===== src/rtl/mem_port_arbiter.sv =====
// Shares one byte-addressable memory between fetch (I) and load/store (D) with D priority,
// a starvation guard for I, and an idle-time dump sequencer. Single-cycle accesses, response next cycle.
module mem_port_arbiter #(
  parameter int unsigned STARVE_LIMIT = 4
) (
  input  logic        clk,
  input  logic        rst,
  input  logic        i_req,
  input  logic [31:0] i_addr,
  output logic        i_gnt,
  output logic        i_rvalid,
  output logic [31:0] i_rdata,
  input  logic        d_req,
  input  logic        d_wr,
  input  logic [1:0]  d_size,
  input  logic        d_signed,
  input  logic [31:0] d_addr,
  input  logic [31:0] d_wdata,
  output logic        d_gnt,
  output logic        d_rvalid,
  output logic [31:0] d_rdata,
  output logic        d_err,
  input  logic        dump_req,
  output logic        dump_done,
  output logic [31:0] mem_addr,
  output logic [31:0] mem_wdata,
  output logic [3:0]  mem_byte_en,
  output logic        mem_wr,
  output logic        mem_dump,
  input  logic [31:0] mem_rdata
);

  localparam logic [3:0] LIMIT = 4'(STARVE_LIMIT);

  typedef enum logic [1:0] {IDLE, ACC_I, ACC_D, DUMP} state_t;

  state_t      state_q;
  logic [3:0]  starve_q, starve_d;
  logic        wr_q, signed_q;
  logic [1:0]  size_q;
  logic [31:0] mem_addr_q, mem_wdata_q;
  logic [3:0]  mem_be_q;
  logic        mem_wr_q, mem_dump_q;
  logic        i_gnt_q, d_gnt_q, i_rvalid_q, d_rvalid_q, d_err_q, dump_done_q;
  logic [31:0] i_rdata_q, d_rdata_q;

  logic        d_win;
  logic [3:0]  d_be_d;
  logic [31:0] d_wdata_d, d_load_d;

  assign d_win = d_req && ((starve_q < LIMIT) || !i_req);

  always_comb begin
    starve_d = starve_q;
    if (!i_req)
      starve_d = '0;
    else if (state_q == IDLE) begin
      if (d_win)
        starve_d = (starve_q < LIMIT) ? starve_q + 4'd1 : starve_q;
      else
        starve_d = '0;
    end
  end

  // Lane 0 carries the addressed byte, so masking the unused lanes is all the alignment needed.
  always_comb begin
    d_be_d    = 4'b0000;
    d_wdata_d = 32'h0;
    case (d_size)
      2'b00: begin d_be_d = 4'b0001; d_wdata_d = {24'h0, d_wdata[7:0]};  end
      2'b01: begin d_be_d = 4'b0011; d_wdata_d = {16'h0, d_wdata[15:0]}; end
      2'b10: begin d_be_d = 4'b1111; d_wdata_d = d_wdata;                end
      default: ;
    endcase
  end

  always_comb begin
    d_load_d = 32'h0;
    if (!wr_q) begin
      case (size_q)
        2'b00: d_load_d = {(signed_q ? {24{mem_rdata[7]}}  : 24'h0), mem_rdata[7:0]};
        2'b01: d_load_d = {(signed_q ? {16{mem_rdata[15]}} : 16'h0), mem_rdata[15:0]};
        2'b10: d_load_d = mem_rdata;
        default: ;
      endcase
    end
  end

  always_ff @(posedge clk) begin
    if (rst) begin
      state_q     <= IDLE;
      starve_q    <= '0;
      wr_q        <= 1'b0;
      signed_q    <= 1'b0;
      size_q      <= 2'b00;
      mem_addr_q  <= '0;
      mem_wdata_q <= '0;
      mem_be_q    <= '0;
      mem_wr_q    <= 1'b0;
      mem_dump_q  <= 1'b0;
      i_gnt_q     <= 1'b0;
      d_gnt_q     <= 1'b0;
      i_rvalid_q  <= 1'b0;
      d_rvalid_q  <= 1'b0;
      d_err_q     <= 1'b0;
      dump_done_q <= 1'b0;
      i_rdata_q   <= '0;
      d_rdata_q   <= '0;
    end else begin
      starve_q    <= starve_d;
      mem_wdata_q <= '0;
      mem_be_q    <= '0;
      mem_wr_q    <= 1'b0;
      mem_dump_q  <= 1'b0;
      i_gnt_q     <= 1'b0;
      d_gnt_q     <= 1'b0;
      i_rvalid_q  <= 1'b0;
      d_rvalid_q  <= 1'b0;
      d_err_q     <= 1'b0;
      dump_done_q <= 1'b0;
      case (state_q)
        IDLE: begin
          if (d_win) begin
            state_q     <= ACC_D;
            d_gnt_q     <= 1'b1;
            wr_q        <= d_wr;
            size_q      <= d_size;
            signed_q    <= d_signed;
            mem_addr_q  <= d_addr;
            mem_be_q    <= d_be_d;
            mem_wdata_q <= d_wdata_d;
            mem_wr_q    <= d_wr && (d_size != 2'b11);
          end else if (i_req) begin
            state_q    <= ACC_I;
            i_gnt_q    <= 1'b1;
            mem_addr_q <= i_addr;
            mem_be_q   <= 4'b1111;
          end else if (dump_req) begin
            state_q    <= DUMP;
            mem_dump_q <= 1'b1;
          end
        end
        ACC_I: begin
          state_q    <= IDLE;
          i_rvalid_q <= 1'b1;
          i_rdata_q  <= mem_rdata;
        end
        ACC_D: begin
          state_q    <= IDLE;
          d_rvalid_q <= 1'b1;
          d_err_q    <= (size_q == 2'b11);
          d_rdata_q  <= d_load_d;
        end
        DUMP: begin
          state_q     <= IDLE;
          dump_done_q <= 1'b1;
        end
        default: state_q <= IDLE;
      endcase
    end
  end

  assign i_gnt       = i_gnt_q;
  assign i_rvalid    = i_rvalid_q;
  assign i_rdata     = i_rdata_q;
  assign d_gnt       = d_gnt_q;
  assign d_rvalid    = d_rvalid_q;
  assign d_rdata     = d_rdata_q;
  assign d_err       = d_err_q;
  assign dump_done   = dump_done_q;
  assign mem_addr    = mem_addr_q;
  assign mem_wdata   = mem_wdata_q;
  assign mem_byte_en = mem_be_q;
  // Gate with reset so a store caught by reset never reaches the memory.
  assign mem_wr      = mem_wr_q & ~rst;
  assign mem_dump    = mem_dump_q;

endmodule


===== config.mk =====
export PLATFORM = sky130hd
export DESIGN_NAME = mem_port_arbiter
export DESIGN_NICKNAME = d
export VERILOG_FILES = /design/src/rtl/mem_port_arbiter.sv
export SDC_FILE = /design/constraint.sdc
export NUM_CORES = 1
export LEC_CHECK = 0
export CORE_MARGIN = 2
export CORE_UTILIZATION = 36
export DETAILED_ROUTE_END_ITERATION = 16
export PLACE_DENSITY = 0.76
export SYNTH_ARGS = -nofsm -noshare
export SYNTH_HDL_FRONTEND = slang
export SYNTH_SLANG_ARGS = --single-unit

===== constraint.sdc =====
create_clock -name clk -period 1.7 [get_ports clk]
set_input_delay 0.34 -clock clk [delete_from_list [all_inputs] [get_ports clk]]
set_output_delay 0.34 -clock clk [all_outputs]
set_load 0.03 [all_outputs]

==> results of run 1 <==
==> kinds of logic (layout without fill, tap and decap cells) <==
kind of cell             count (synthesis)  in the layout  share of synthesized area [%]
buffers and inverters                   58            353                           4.50
adder cells (fa/ha/maj)                  7              7                           1.58
flip-flops                             149            149                           53.9
multiplexers                             1              1                          0.203
AO/OA/AOI/OAI                          174            174                           24.3
AND/OR/NAND/NOR                        155            155                           15.5
==> report_power, final <==
group	internal, mW	leakage (nW)	switching, mW	total [mW]
combinational	0.828	2.58	0.967	1.79
clock	2.26	0.278	1.41	3.67
sequential	3.69	1.22	0.105	3.80
total	6.78	4.07	2.48	9.26
==> state kept, by name, indices dropped and copies added (netlist names), 2 cells and up <==
| signal | cells |
|---|---|
| state_q | 2 |
| mem_byte_en | 3 |
| size_q | 2 |
| d_rdata | 32 |
| mem_wdata | 32 |
| starve_q | 4 |
| mem_addr | 32 |
| i_rdata | 32 |
==> final timing paths <==
check | from | to | slack, ns | cells after the start
worst max register to register | state_q[1] | mem_wdata[5] | 0.09 | 4
worst max-delay path | state_q[1] | mem_wdata[5] | 0.09 | 4
worst min register to register | i_rdata[6] | i_rdata[6] | 0.45 | 2
worst min-delay path | rst | wr_q | 0.20 | 2
==> what timing repair did <==
| action | CTS | global route |
|---|---|---|
| gates cloned | 1 | 0 |
| hold buffers | 0 | 0 |
| pin swaps | 0 | 0 |
| endpoints found under the setup margin | 205 | 62 |
| gates resized for setup | 154 | 9 |
==> routing by layer <==
metal	part of all wire, %	wire length [µm]
met3	8.1	1400
met5	0	0
met2	49	8480
met1	40	6990
met4	2.4	420
==> cells in the mapped netlist, types with 2 or more instances <==
library cell | number | area (µm²)
buf_1 | 9 | 33.8
nor2b_1 | 5 | 31.3
o21ai_0 | 2 | 10.0
inv_1 | 4 | 15.0
a211oi_1 | 2 | 15.0
o2bb2ai_1 | 55 | 482
nand4_1 | 2 | 12.5
and3_1 | 18 | 113
a21oi_1 | 57 | 285
nor3b_1 | 2 | 15.0
nor4b_2 | 8 | 120
nor2_1 | 6 | 22.5
nand2b_1 | 2 | 12.5
o221a_2 | 31 | 349
nand2_1 | 80 | 300
o31ai_1 | 2 | 15.0
dfxtp_1 | 149 | 2980
nor3_1 | 3 | 15.0
clkbuf_1 | 39 | 146
or2_2 | 2 | 12.5
a22oi_1 | 16 | 120
nand3_1 | 10 | 50.1
or3_1 | 4 | 25.0
nor4b_1 | 7 | 61.3
ha_1 | 7 | 87.6
o211ai_1 | 2 | 15.0
inv_2 | 2 | 7.51
buf_4 | 2 | 15.0
==> metrics by stage <==
step	utilization, %	setup TNS (ns)	cells
5_1_grt	61.5	0	1027
3_3_place_gp	57.7	-27.54	995
2_1_floorplan	-	0	544
4_1_cts	61.1	0	1027
6_report	61.5	0	1027
3_5_place_dp	57.7	-32.26	995
==> final cells by class <==
type / count / area share [%]
Clock buffer: 22 / 5.11
Timing Repair Buffer: 316 / 32.6
Clock inverter: 9 / 1.11
Multi-Input combinational cell: 337 / 26.2
Sequential cell: 149 / 32.1
Tap cell: 188 / 2.53
Inverter: 6 / 0.297
==> placed cells by master (no fill, tap or decap), drive strengths merged, types with 2 or more instances in the layout <==
| cell | n |
|---|---|
| nand2 | 80 |
| bufinv | 2 |
| nand2b | 2 |
| and3 | 18 |
| nand3 | 10 |
| a22oi | 16 |
| nand4 | 2 |
| o221a | 31 |
| nor2b | 5 |
| clkbuf | 22 |
| dfxtp | 149 |
| nor2 | 6 |
| o21ai | 3 |
| o2bb2ai | 55 |
| ha | 7 |
| dlygate4sd2 | 139 |
| a211oi | 2 |
| buf | 41 |
| or2 | 2 |
| nor4b | 16 |
| o31ai | 2 |
| clkdlybuf4s50 | 134 |
| o211ai | 2 |
| clkinvlp | 3 |
| nor3b | 2 |
| or3 | 4 |
| or3b | 2 |
| clkinv | 4 |
| a21oi | 57 |
| inv | 6 |
| nor3 | 3 |
==> impl_metrics.csv, run 1 <==
group,metric,value,unit
status,outcome,"finished, final reports clean",
setup_path,crit_path_start_kind,"flop",
power_and_ir_drop,p_per_area,998,nW/µm²
global_routing,grt_max_degree,48,
logic_synthesis,ys_warn_count,0,
logic_synthesis,syn_area,5540,µm²
timing,slew_violations,0,
route,drc,0,
logic_synthesis,synth_cell_types,44,
logic_synthesis,synth_area_per_cell,10.2,µm²
setup_path,crit_chain,"or3b_4 > or3_4 > buf_12 > nor4b_4",
logic_synthesis,synth_edf_count,0,
timing,fin_ws,0.0862,ns
layout,final_nets,971,
floorplanning,fp.dieArea,16400,µm²
timing,maxSlewHeadroom,50.0,%
setup_path,crit_family,"simple AND/OR/NAND/NOR gates",
layout,fin_area,9280,µm²
timing,setup_viol,0,
setup_path,arrival,1.93,ns
logic_synthesis,syn_inst,544,
place,placed_area,8710,µm²
layout,fillerInstances,1232,
route,dr_total_vias,5365,
place,place_congestion,0.811,
setup_path,path_max_fanout,18,
place,port_buffers,276,
logic_synthesis,synth_seq_cells,149,
setup_path,end_kind,"flop",
layout,drive_gt1_share,15.5,%
timing,period_share,94.9,%
timing,fmax,620,MHz
route,ant_nets,0,
layout,areaGrowthSynthToFinish,67.7,%
setup_path,cp_num_buf_inv,1,
place,dpl.hpwl,12500,µm
global_routing,grt_first_pass_wirelength,27400,µm
power_and_ir_drop,leakagePower,4.07,nW
setup_path,critPathMaxStageDelay,0.40,ns
global_routing,first_global_vias,5582,
clocking,cts-htree-levels,4,
route,wire_per_inst,16.8,µm
place,place_ws,-0.511,ns
global_routing,antenna_found_initial,0,
floorplanning,top_level_ports,277,
clocking,cts-buffers-inserted,17,
route,avgViaCountPerCell,5.22,
logic_synthesis,synth_ff_type,"dfxtp_1",
clocking,root_buffer,"clkbuf_16",
floorplanning,die_w,128,µm
route,drt-total-wl,17300,µm
global_routing,grt.met3_usage,6.30,%
layout,multi_input_area,2430,µm²
layout,regArea,2980,µm²
logic_synthesis,yosysSeqAreaShare,53.9,%
setup_path,cp.required,2.02,ns
power_and_ir_drop,peakVddDrop,698,µV
timing,min_period,1.61,ns
timing,skew,0.00694,ns
power_and_ir_drop,finalPower,9.26,mW
global_routing,grt_util_met1,24.3,%
floorplanning,coreArea,15100,µm²
clocking,post-cts-setup-buffer-count,0,
timing,worst_pin_slew,0.747,ns
clocking,clk_pin_slew,0.06,ns
global_routing,grt_use_total,21.1,%
worst_hold_path,hold_path_class,"in -> reg",
setup_path,critPathSlowestCell,"or3b_4",
setup_path,worstSetupPathType,"reg -> reg",
global_routing,grtUsageMet2,36.5,%
floorplanning,die_h,128,µm
clocking,clock-sinks,149,
timing,fin_hold_ws,0.201,ns
clocking,cts_tree,"done",
global_routing,top_usage_layer,"met2",
route,firstDrtPassIters,5,
global_routing,grt-ovfl-total,0,
floorplanning,start_util,36.7,%
timing,grt_setup_unrepaired,"no",
clocking,max-clock-path-buffers,2,
floorplanning,fp-row-count,45,
logic_synthesis,synth_nets,688,
run,maxCapViolations,0,
logic_synthesis,synthArstFlopShare,0,%
clocking,clk_latency,0.41,ns
timing,hold_viol,0,
route,drtIter0Drc,351,
layout,n_antenna_cell,0,
Note: power is estimated with default switching activity, not from simulation.
==> run 2: changes to the inputs <==
Settings changed: GPL_TIMING_DRIVEN set to 0, MAX_ROUTING_LAYER set to met4.
==> impl_metrics.csv, run 2 (synthesis results as in run 1) <==
group,metric,value,unit
timing,fin_setup_tns,0,ns
setup_path,crit_path_start_kind,"flop",
clocking,clk_pin_slew,0.06,ns
setup_path,worstSetupPathType,"reg -> reg",
clocking,max-clock-path-buffers,2,
timing,min_period,1.69,ns
setup_path,critPathSlowestCell,"or3b_4",
timing,slew_violations,0,
clocking,cts_hold_buf,0,
floorplanning,start_util,36.7,%
power_and_ir_drop,leakagePower,4.04,nW
power_and_ir_drop,finalPower,9.29,mW
floorplanning,fp.dieArea,16400,µm²
setup_path,crit_chain,"or3b_4 > or3_4 > buf_8 > buf_6 > nor4b_2",
global_routing,antenna_found_initial,0,
route,drt-total-wl,17300,µm
global_routing,grt_use_total,21.7,%
setup_path,critPathMaxStageDelay,0.40,ns
global_routing,first_global_vias,5393,
global_routing,grt_max_degree,18,
route,firstDrtPassIters,4,
place,place_ws,-0.789,ns
clocking,cts_tree,"done",
layout,n_antenna_cell,0,
layout,fin_util,61.4,%
clocking,cts-htree-levels,4,
timing,grt_setup_unrepaired,"yes",
status,outcome,"finished, final reports clean",
route,drc,0,
route,drtIter0Drc,284,
clocking,clk_latency,0.42,ns
power_and_ir_drop,peakVddDrop,600,µV
layout,areaGrowthSynthToFinish,67.4,%
layout,drive_gt1_share,16.6,%
floorplanning,top_level_ports,277,
run,maxCapViolations,0,
global_routing,grt_first_pass_wirelength,27200,µm
timing,fin_hold_ws,0.273,ns
place,dpl.hpwl,12900,µm
layout,final_nets,987,
timing,setup_viol,0,
floorplanning,fp-row-count,45,
worst_hold_path,hold_path_class,"in -> reg",
power_and_ir_drop,p_per_area,1000,nW/µm²
floorplanning,coreArea,15100,µm²
clocking,root_buffer,"clkbuf_16",
timing,period_share,99.7,%
global_routing,grt-ovfl-total,0,
route,wire_per_inst,16.6,µm
setup_path,end_kind,"flop",
setup_path,arrival,2.02,ns
timing,fmax,590,MHz
clocking,clock-sinks,149,
timing,hold_viol,0,
place,port_buffers,275,
place,place_congestion,0.837,
timing,maxSlewHeadroom,61.4,%
layout,final_cell_mix,"dfxtp_1, dlygate4sd2_1, clkdlybuf4s50_1, nand2_1, a21oi_1",
setup_path,cp.required,2.02,ns
floorplanning,die_w,128,µm
floorplanning,die_h,128,µm
setup_path,path_max_fanout,5,
timing,worst_pin_slew,0.579,ns
route,ant_nets,0,
timing,skew,0.00796,ns
route,avgViaCountPerCell,5.15,
timing,fin_ws,0.00554,ns
layout,layout_commonest_cell,"dfxtp_1",
route,dr_total_vias,5381,
clocking,cts-buffers-inserted,17,
==> run 2: changes by cell type in the layout (fill, tap and decap cells not counted), sizes merged <==
cell / previous run / this run
clkinv: 4 / 6
dlygate4sd2: 139 / 140
clkdlybuf4s50: 134 / 133
buf: 41 / 22
dlymetal6s2s: 1 / 0
clkdlybuf4s15: 0 / 1
clkinvlp: 3 / 2
bufbuf: 1 / 0
inv: 6 / 7
clkbuf: 22 / 57
==> run 2: path summary, 6_finish.rpt <==
path | depth (start not counted) | endpoint | slack [ns] | start
min | 2 | d_rvalid | 0.27 | rst
max | 5 | mem_wdata[4] | 0.006 | state_q[0]
max reg2reg | 5 | mem_wdata[4] | 0.006 | state_q[0]
min reg2reg | 2 | i_rdata[12] | 0.45 | i_rdata[12]
==> run 2: final cells by class <==
cell class	instances	area, µm²
flip-flops and latches	149	2990
multi-input cells	337	2490
well taps	188	235
inverters	6	23.8
clock buffers	21	460
repair buffers	284	2680
fillers	1335	5820
clock inverters	11	125
plain buffers	48	267
==> run 2: repair_timing <==
item                                   in CTS  in global routing
setup endpoints to repair                 222                116
setup buffers                               6                  2
endpoints found under the hold margin       0                  0
pin swaps                                  10                  4
gates cloned                                2                  0
gates resized for setup                   183                 55
==> run 2: layer usage <==
metal	wire length, µm	share of wire, %	up-vias	track usage [%]
met5	0	0	-	-
met4	423	2.4	0	8.34
met3	1270	7.3	32	6.05
met2	8190	47	245	34.9
met1	7460	43	2493	25.9
li1	-	-	2611	-
==> run 2: through the flow <==
stage,std cells,area [µm²]
final,1044,9270
after global routing,1044,9270
after CTS,1046,9110
after detailed placement,1007,8520
after global placement,1007,8520
after floorplan,544,5540
==> run 2: where the power goes <==
group	internal [mW]	total (mW)	switching [mW]
Combinational	0.810	1.79	0.980
Sequential	3.69	3.80	0.106
Clock	2.24	3.70	1.46
Total	6.75	9.29	2.54
==> run 2: critical path: cells and delay by family (launching register included) <==
family,cells,cell delay (ns)
DFF,1,0.34
and+or+nand+nor,3,1.00
buffers and inverters,2,0.28
